===== config.mk =====
export PLATFORM = sky130hd
export DESIGN_NAME = sa_cache_mem_ctrl
export DESIGN_NICKNAME = d
export VERILOG_FILES = /design/src/rtl/sa_cache_mem_ctrl.sv
export SDC_FILE = /design/constraint.sdc
export NUM_CORES = 1
export LEC_CHECK = 0
export CAP_MARGIN = 0
export CORE_MARGIN = 4
export CORE_UTILIZATION = 51
export CTS_CLUSTER_DIAMETER = 80
export CTS_CLUSTER_SIZE = 10
export DETAILED_ROUTE_END_ITERATION = 8
export GPL_ROUTABILITY_DRIVEN = 1
export PLACE_DENSITY = 0.81
export SETUP_SLACK_MARGIN = 0.2
export SKIP_LAST_GASP = 1
export SLEW_MARGIN = 0
export SYNTH_ARGS = -nofsm -noshare
export SYNTH_HDL_FRONTEND = slang
export SYNTH_SLANG_ARGS = --single-unit

===== constraint.sdc =====
create_clock -name clk -period 5.2 [get_ports clk]
set_input_delay 1.04 -clock clk [delete_from_list [all_inputs] [get_ports clk]]
set_output_delay 1.04 -clock clk [all_outputs]
set_load 0.01 [all_outputs]

===== src/rtl/sa_cache_mem_ctrl.sv =====
// rtl/sa_cache_mem_ctrl.sv - miss/writeback controller between sa_cache and main memory
module sa_cache_mem_ctrl #(
    parameter int ADDR_W     = 32,
    parameter int WORD_W     = 32,
    parameter int LINE_WORDS = 4,
    parameter int TIMEOUT    = 255
) (
    input  logic                         clk,
    input  logic                         rst,
    input  logic                         i_miss_valid,
    output logic                         o_miss_ready,
    input  logic [ADDR_W-1:0]            i_miss_addr,
    input  logic                         i_victim_dirty,
    input  logic [ADDR_W-1:0]            i_victim_addr,
    input  logic [LINE_WORDS*WORD_W-1:0] i_victim_line,
    output logic                         o_fill_valid,
    output logic [ADDR_W-1:0]            o_fill_addr,
    output logic [LINE_WORDS*WORD_W-1:0] o_fill_line,
    output logic                         o_fill_err,
    output logic                         o_mem_req,
    output logic                         o_mem_we,
    output logic [ADDR_W-1:0]            o_mem_addr,
    output logic [WORD_W-1:0]            o_mem_wdata,
    input  logic                         i_mem_ack,
    input  logic [WORD_W-1:0]            i_mem_rdata
);

    localparam int KW    = $clog2(LINE_WORDS);
    localparam int OFF_W = $clog2(LINE_WORDS * WORD_W / 8);
    localparam int TW    = $clog2(TIMEOUT + 1);
    localparam logic [ADDR_W-1:0] BASE_MASK = {ADDR_W{1'b1}} << OFF_W;

    typedef enum logic [1:0] {S_IDLE, S_WB, S_RF, S_DONE} state_t;

    state_t                                 state_q, state_d;
    logic [ADDR_W-1:0]                      miss_base_q, miss_base_d;
    logic [ADDR_W-1:0]                      victim_base_q, victim_base_d;
    logic [LINE_WORDS-1:0][WORD_W-1:0]      line_q, line_d;
    logic [KW-1:0]                          k_q, k_d;
    logic [TW-1:0]                          tcnt_q, tcnt_d;
    logic [ADDR_W-1:0]                      fill_addr_q, fill_addr_d;
    logic [LINE_WORDS-1:0][WORD_W-1:0]      fill_line_q, fill_line_d;
    logic                                   fill_err_q, fill_err_d;

    logic busy;
    logic beat_ack;
    logic last_beat;
    logic timed_out;

    always_comb begin
        busy      = (state_q == S_WB) || (state_q == S_RF);
        beat_ack  = busy && i_mem_ack;
        last_beat = (k_q == KW'(LINE_WORDS - 1));
        // The stall that would make the wait reach TIMEOUT aborts the beat.
        timed_out = busy && !i_mem_ack && (tcnt_q == TW'(TIMEOUT - 1));
    end

    always_ff @(posedge clk) begin
        if (!rst) begin
            state_q       <= S_IDLE;
            miss_base_q   <= '0;
            victim_base_q <= '0;
            line_q        <= '0;
            k_q           <= '0;
            tcnt_q        <= '0;
            fill_addr_q   <= '0;
            fill_line_q   <= '0;
            fill_err_q    <= 1'b0;
        end else begin
            state_q       <= state_d;
            miss_base_q   <= miss_base_d;
            victim_base_q <= victim_base_d;
            line_q        <= line_d;
            k_q           <= k_d;
            tcnt_q        <= tcnt_d;
            fill_addr_q   <= fill_addr_d;
            fill_line_q   <= fill_line_d;
            fill_err_q    <= fill_err_d;
        end
    end

    always_comb begin
        state_d = state_q;
        unique case (state_q)
            S_IDLE: if (i_miss_valid) state_d = i_victim_dirty ? S_WB : S_RF;
            S_WB: begin
                if (timed_out)                  state_d = S_DONE;
                else if (beat_ack && last_beat) state_d = S_RF;
            end
            S_RF: if (timed_out || (beat_ack && last_beat)) state_d = S_DONE;
            S_DONE: state_d = S_IDLE;
            default: state_d = S_IDLE;
        endcase
    end

    always_comb begin
        miss_base_d   = miss_base_q;
        victim_base_d = victim_base_q;
        line_d        = line_q;
        k_d           = k_q;
        tcnt_d        = tcnt_q;
        fill_addr_d   = fill_addr_q;
        fill_line_d   = fill_line_q;
        fill_err_d    = fill_err_q;

        if (state_q == S_IDLE && i_miss_valid) begin
            miss_base_d   = i_miss_addr & BASE_MASK;
            victim_base_d = i_victim_addr & BASE_MASK;
            line_d        = i_victim_line;
        end

        if (busy) begin
            if (i_mem_ack) begin
                tcnt_d = '0;
                k_d    = k_q + KW'(1);
                if (state_q == S_RF) line_d[k_q] = i_mem_rdata;
            end else if (tcnt_q != TW'(TIMEOUT)) begin
                tcnt_d = tcnt_q + TW'(1);
            end
        end

        if (state_d != state_q) begin
            tcnt_d = '0;
            k_d    = '0;
        end

        // Fill outputs are captured on DONE entry and held until the next fill.
        if (state_d == S_DONE && state_q != S_DONE) begin
            fill_addr_d = miss_base_q;
            fill_err_d  = timed_out;
            fill_line_d = timed_out ? '0 : line_d;
        end
    end

    always_comb begin
        o_miss_ready = (state_q == S_IDLE);
        o_fill_valid = (state_q == S_DONE);
        o_fill_addr  = fill_addr_q;
        o_fill_line  = fill_line_q;
        o_fill_err   = fill_err_q;
        o_mem_req    = busy;
        o_mem_we     = (state_q == S_WB);
        o_mem_addr   = '0;
        o_mem_wdata  = '0;
        if (busy) begin
            o_mem_addr = ((state_q == S_WB) ? victim_base_q : miss_base_q)
                       + ADDR_W'(k_q) * ADDR_W'(WORD_W / 8);
        end
        if (state_q == S_WB) o_mem_wdata = line_q[k_q];
    end

endmodule

==> flow_summary.ini, run 1 <==
[run_status]
status = finished, final reports clean

[worst_setup_path]
crit_required_ns = 4.16
r2r-start = state_q[1]
path_max_fanout = 23
rr_worst_depth = 8
arrival_ns = 3.09
r2r_end = o_fill_line[29]
crit_type = flop to primary output
startpoint = k_q[0]
rrSetupSlack_ns = 1.39
start_kind = flop
worstSetupEndpointType = primary output

[die]
initial_utilization_pct = 52.0
core_area_um2 = 29800
rows = 63
ios = 458
die_area_um2 = 33200
die_height_um = 182
die_w_um = 182

[sta]
rsz0062_at_grt = no
setup_viol_count_final = 0
slew_headroom_pct = 19.1
worstMarginPinSlew_ns = 1.21
max_freq_mhz = 242
whs_ns = 0.453
drv_slew = 0
fin_skew_ns = 0.0159
setup_ws_ns = 1.07
fin_crit_ns = 4.13
hold_viol_final = 0
post-route-period-util_pct = 79.4
fin_tns_setup_ns = 0

[place]
hpwlAfterDp_mm = 41.9
port_buffers = 443
gp_congestion = 0.983
dp_slack_ns = 1.26
dpl_cell_area_um2 = 19900

[final_layout]
area_growth_pct = 35.0
finalCoreUtilization_pct = 70.2
mostFrequentLayoutCell = nand2_1
drive_gt1_share_pct = 6.15
nNetsFinal = 2534
stdcell_area_um2 = 20900
final_cell_mix = 536 x nand2_1, 442 x clkdlybuf4s50_1, 351 x dfxtp_1, 153 x o21ai_0, 131 x nor2_1

[global_route]
overflow = 0
grt_util_all_layers_pct = 34.4
antenna_found_initial = 17
grt_max_degree = 246
grt_pass1_vias = 14900
grt_pass1_wl_mm = 89.3

[cts]
path_clk_slew_ns = 0.05
clock_sinks = 353
cts_hold_buf = 0
cts.path.max_buffers = 3
htree_levels = 2
clk_latency_ns = 0.52
cts_buffers = 41
postCtsSetupBuffers = 0
cts-resized-gates = 0
root_buffer = clkbuf_16
cts_tree = yes

[routing]
drt-initial-drc-count = 1798
vias = 15900
wl_mm = 60.5
first_pass_iters = 6
drc = 0
wl_met1_mm = 22.5
route.met3.wl_mm = 7.02
via_per_inst = 5.89
antenna_left = 0
wl_met2_mm = 28.1
post_drt_wl_per_cell_um = 22.5
dr.max_layer_used = met5

[power_and_ir_drop]
peakVddDrop_uv = 679
p_leak_nw = 7.41
switchingPower_mw = 3.57
clkPwrFrac_pct = 25.0
p_seq_share_pct = 37.6
p_int_mw = 6.14
power_frac_comb_pct = 37.4
swShare_pct = 36.8
power_density_nw_per_um2 = 464

[yosys]
async_flop_share_pct = 0
yosys.cell_types.count = 42
syn_inst = 1957
synth-xor-area-share_pct = 0.339
synth.mux.area_fraction_pct = 6.52
yosysWarnings = 0
synth_area_um2 = 15500
yosys.area_share.simple_pct = 25.2
synth-compound-area-share_pct = 15.8
yosysSeqAreaShare_pct = 45.6
synth-edff-count = 0
avgSynthCellArea_um2 = 7.92
synthFlopType = dfxtp_1
synth.ff_latch_count = 353
synth_top_family_by_area = simple AND/OR/NAND/NOR gates
synth_fa_ha_area_share_pct = 0.969

[hold_path]
holdPathStages = 2
holdPathEnd = victim_base_q[10]
hp-start = victim_base_q[10]
hold_class = flop to flop

[job]
cap_violations = 0
==> synth_stat cells, types with 4 or more instances <==
| cell | count | area share [%] |
|---|---|---|
| a21oi_1 | 105 | 3.4 |
| a21oi_2 | 26 | 1.5 |
| a31oi_1 | 129 | 5.2 |
| and2_1 | 93 | 3.8 |
| buf_1 | 4 | 0.097 |
| buf_2 | 8 | 0.26 |
| buf_4 | 23 | 1.1 |
| buf_6 | 10 | 0.73 |
| clkbuf_1 | 129 | 3.1 |
| dfxtp_1 | 353 | 46 |
| ha_1 | 12 | 0.97 |
| inv_1 | 7 | 0.17 |
| mux2i_1 | 29 | 1.9 |
| mux4_2 | 32 | 4.6 |
| nand2_1 | 541 | 13 |
| nand3_1 | 91 | 2.9 |
| nor2_1 | 132 | 3.2 |
| nor2b_1 | 28 | 1.1 |
| nor3_1 | 16 | 0.52 |
| o21ai_0 | 153 | 4.9 |
| o21ai_1 | 6 | 0.19 |
==> how the worst max path moves through the flow <==
stage / end / slack, ns / cells past startpoint
finish: o_mem_wdata[1] / 1.07 / 4
global route: o_mem_wdata[1] / 0.92 / 4
CTS: o_mem_wdata[1] / 1.03 / 4
detailed placement: o_fill_addr[17] / 1.26 / 8
global placement: o_fill_addr[17] / 1.37 / 8
floorplan: o_mem_wdata[10] / 2.47 / 4
==> per-stage QoR <==
stage / cells / power [mW]
floorplan: 1962 / 5.81
global placement: 2640 / 7.18
detailed placement: 2640 / 7.26
CTS: 2682 / 9.69
global route: 2695 / 10.2
finish: 2696 / 9.71
==> state kept, by name, summed over array words and instances (netlist names) <==
signal         cells
line_q           128
o_fill_line      128
miss_base_q       28
o_fill_addr       28
victim_base_q     28
tcnt_q             8
k_q                2
state_q            2
o_fill_err         1
==> power by group through the flow <==
stage	clock (mW)	combinational (mW)	sequential, mW
2_1_floorplan	0	2.20	3.62
3_3_place_gp	0	3.51	3.67
3_5_place_dp	0	3.58	3.69
4_1_cts	2.45	3.60	3.64
5_1_grt	2.55	3.92	3.69
6_report	2.42	3.63	3.65
==> critical path: stages (launching register included) <==
cell and delay (ns):
dfxtp_2 0.93, buf_4 0.38, mux4_2 0.54, and2_1 0.17, clkdlybuf4s50_1 0.52
==> final cells by class <==
cell class                      instances  area, um2
Timing Repair Buffer                  462       4620
Sequential cell                       353       7070
Clock buffer                           41       1030
Inverter                                8       30.0
Multi-Input combinational cell       1427       7650
Clock inverter                          1       8.76
Tap cell                              390        488
Fill cell                            2410       8870
Antenna cell                           14       35.0
==> cells by family after synthesis <==
group | Yosys count
compound gates | 429
mux | 61
flops | 353
other cells | 1
buf+inv | 182
xor+xnor | 6
simple gates | 913
fa+ha+maj | 12
==> metal layers <==
metal | GRT usage (%) | vias to the layer above
li1 | - | 7235
met1 | 43.9 | 7505
met2 | 54.6 | 961
met3 | 8.85 | 165
met4 | 16.4 | 6
met5 | 0 | -
(Power assumes the default switching activity.)
==> run 2, diff against run 1 <==
- CORE_UTILIZATION: 51 -> 43
- PLACE_DENSITY: 0.81 -> 0.73
- clock period: 5.2 -> 3.4 ns (I/O delays scaled with it)
==> flow_summary.ini, run 2 (same netlist as run 1, synthesis figures left out) <==
[global_route]
grt_max_degree = 169
grt_pass1_vias = 15100
grt_util_all_layers_pct = 30.5
antenna_found_initial = 14
overflow = 0
grt_pass1_wl_mm = 92.7

[die]
ios = 458
initial_utilization_pct = 43.6
core_area_um2 = 35600
die_height_um = 198
rows = 69
die_w_um = 198
die_area_um2 = 39200

[routing]
drt-initial-drc-count = 1465
post_drt_wl_per_cell_um = 22.8
drc = 0
via_per_inst = 5.68
wl_mm = 63.6
antenna_left = 0
vias = 15800
first_pass_iters = 5

[worst_setup_path]
start_kind = flop
arrival_ns = 2.49
path_max_fanout = 24
critPathBufInv = 2
cpMaxStageDelayCell = dfxtp_2
crit_required_ns = 2.72
crit_type = flop to primary output
critPathMaxStageDelay_ns = 0.64
worstSetupEndpointType = primary output
crit_family = buffers and inverters
path_cells = buf_12 > mux4_2 > and2_1 > clkdlybuf4s50_1

[sta]
fin_tns_setup_ns = 0
slew_headroom_pct = 41.2
post-route-period-util_pct = 93.3
fin_crit_ns = 3.17
drv_slew = 0
fin_skew_ns = 0.0263
setup_viol_count_final = 0
max_freq_mhz = 315
worstMarginPinSlew_ns = 0.882
hold_viol_final = 0
rsz0062_at_grt = yes
setup_ws_ns = 0.228

[run_status]
status = finished, final reports clean

[cts]
cts_buffers = 41
path_clk_slew_ns = 0.06
clk_latency_ns = 0.54
clock_sinks = 353
cts_tree = yes
root_buffer = clkbuf_16
cts.path.max_buffers = 3
htree_levels = 2
cts_hold_buf = 0

[final_layout]
drive_gt1_share_pct = 7.01
mostFrequentLayoutCell = nand2_1
area_growth_pct = 38.3
final_cell_mix = 536 x nand2_1, 440 x clkdlybuf4s50_1, 350 x dfxtp_1, 153 x o21ai_0, 131 x nor2_1
fillers = 3222
seq_area_um2 = 7070
stdcell_area_um2 = 21400
nNetsFinal = 2549
multiInputGateArea_um2 = 7670
finalCoreUtilization_pct = 60.3

[place]
dp_slack_ns = 0.218
port_buffers = 443
dpl_cell_area_um2 = 20300
gp_congestion = 0.974
hpwlAfterDp_mm = 45.2

[power_and_ir_drop]
p_leak_nw = 7.63
peakVddDrop_uv = 552
power_density_nw_per_um2 = 717
total_power_mw = 15.4

[hold_path]
hold_class = flop to flop

[job]
cap_violations = 0
[run 2: changes by cell type in the layout (fill, tap and decap cells not counted), moves of 2 or more]
| cell | previous run | this run |
|---|---|---|
| dlymetal6s2s_1 | 0 | 2 |
| clkdlybuf4s50_1 | 442 | 440 |
| buf_4 | 16 | 13 |
| clkbuf_16 | 41 | 43 |
| buf_12 | 3 | 19 |
[run 2: where the power goes]
| part | leakage (nW) | switching (mW) | total (mW) | internal [mW] |
|---|---|---|---|---|
| registers | 2.89 | 0.577 | 5.54 | 4.96 |
| logic | 4.20 | 3.39 | 5.93 | 2.54 |
| clock network | 0.543 | 1.67 | 3.91 | 2.25 |
[run 2: tightest hold or removal path: cells and delay by family, from the launching register on]
family / cells / cell delay (ns)
AOI/OAI and AO/OA: 1 / 0.05
and+or+nand+nor: 1 / 0.05
DFF: 1 / 0.30
[run 2: area by class of cell]
type	instances	area share (%)
multi-input cells	1427	35.8
flip-flops and latches	353	33.0
repair buffers	477	23.1
clock buffers	42	4.90
well taps	461	2.69
clock inverters	3	0.239
diodes	13	0.152
inverters	8	0.140
[run 2: timing repair]
item / in CTS / in global routing
hold endpoints to repair: 0 / 0
setup endpoints to repair: 52 / 25
gates cloned: 0 / 1
buffers inserted: 0 / 0
resized for setup: 3 / 4
[run 2: final timing paths]
kind	cells past startpoint	end	slack [ns]	from
max	4	o_mem_wdata[8]	0.23	k_q[1]
min	2	o_fill_addr[23]	0.45	o_fill_addr[23]
max reg2reg	11	o_fill_line[0]	0.51	state_q[1]
min reg2reg	2	o_fill_addr[23]	0.45	o_fill_addr[23]
[run 2: metrics by stage]
stage | std cells | hold slack [ns]
final | 2784 | 0.449
after global routing | 2782 | 0.469
after CTS | 2770 | 0.454
after detailed placement | 2725 | 0.448
after global placement | 2725 | 0.441
after floorplan | 1962 | 0.436
[run 2: routing by layer]
layer  vias to the layer above  global-route usage, %  wire (um)
li1                       7278                      -          -
met1                      7487                   38.0      24100
met2                       883                   48.9      28800
met3                       150                   9.65       7670
met4                         6                   13.0       3020
met5                         -                      0         38
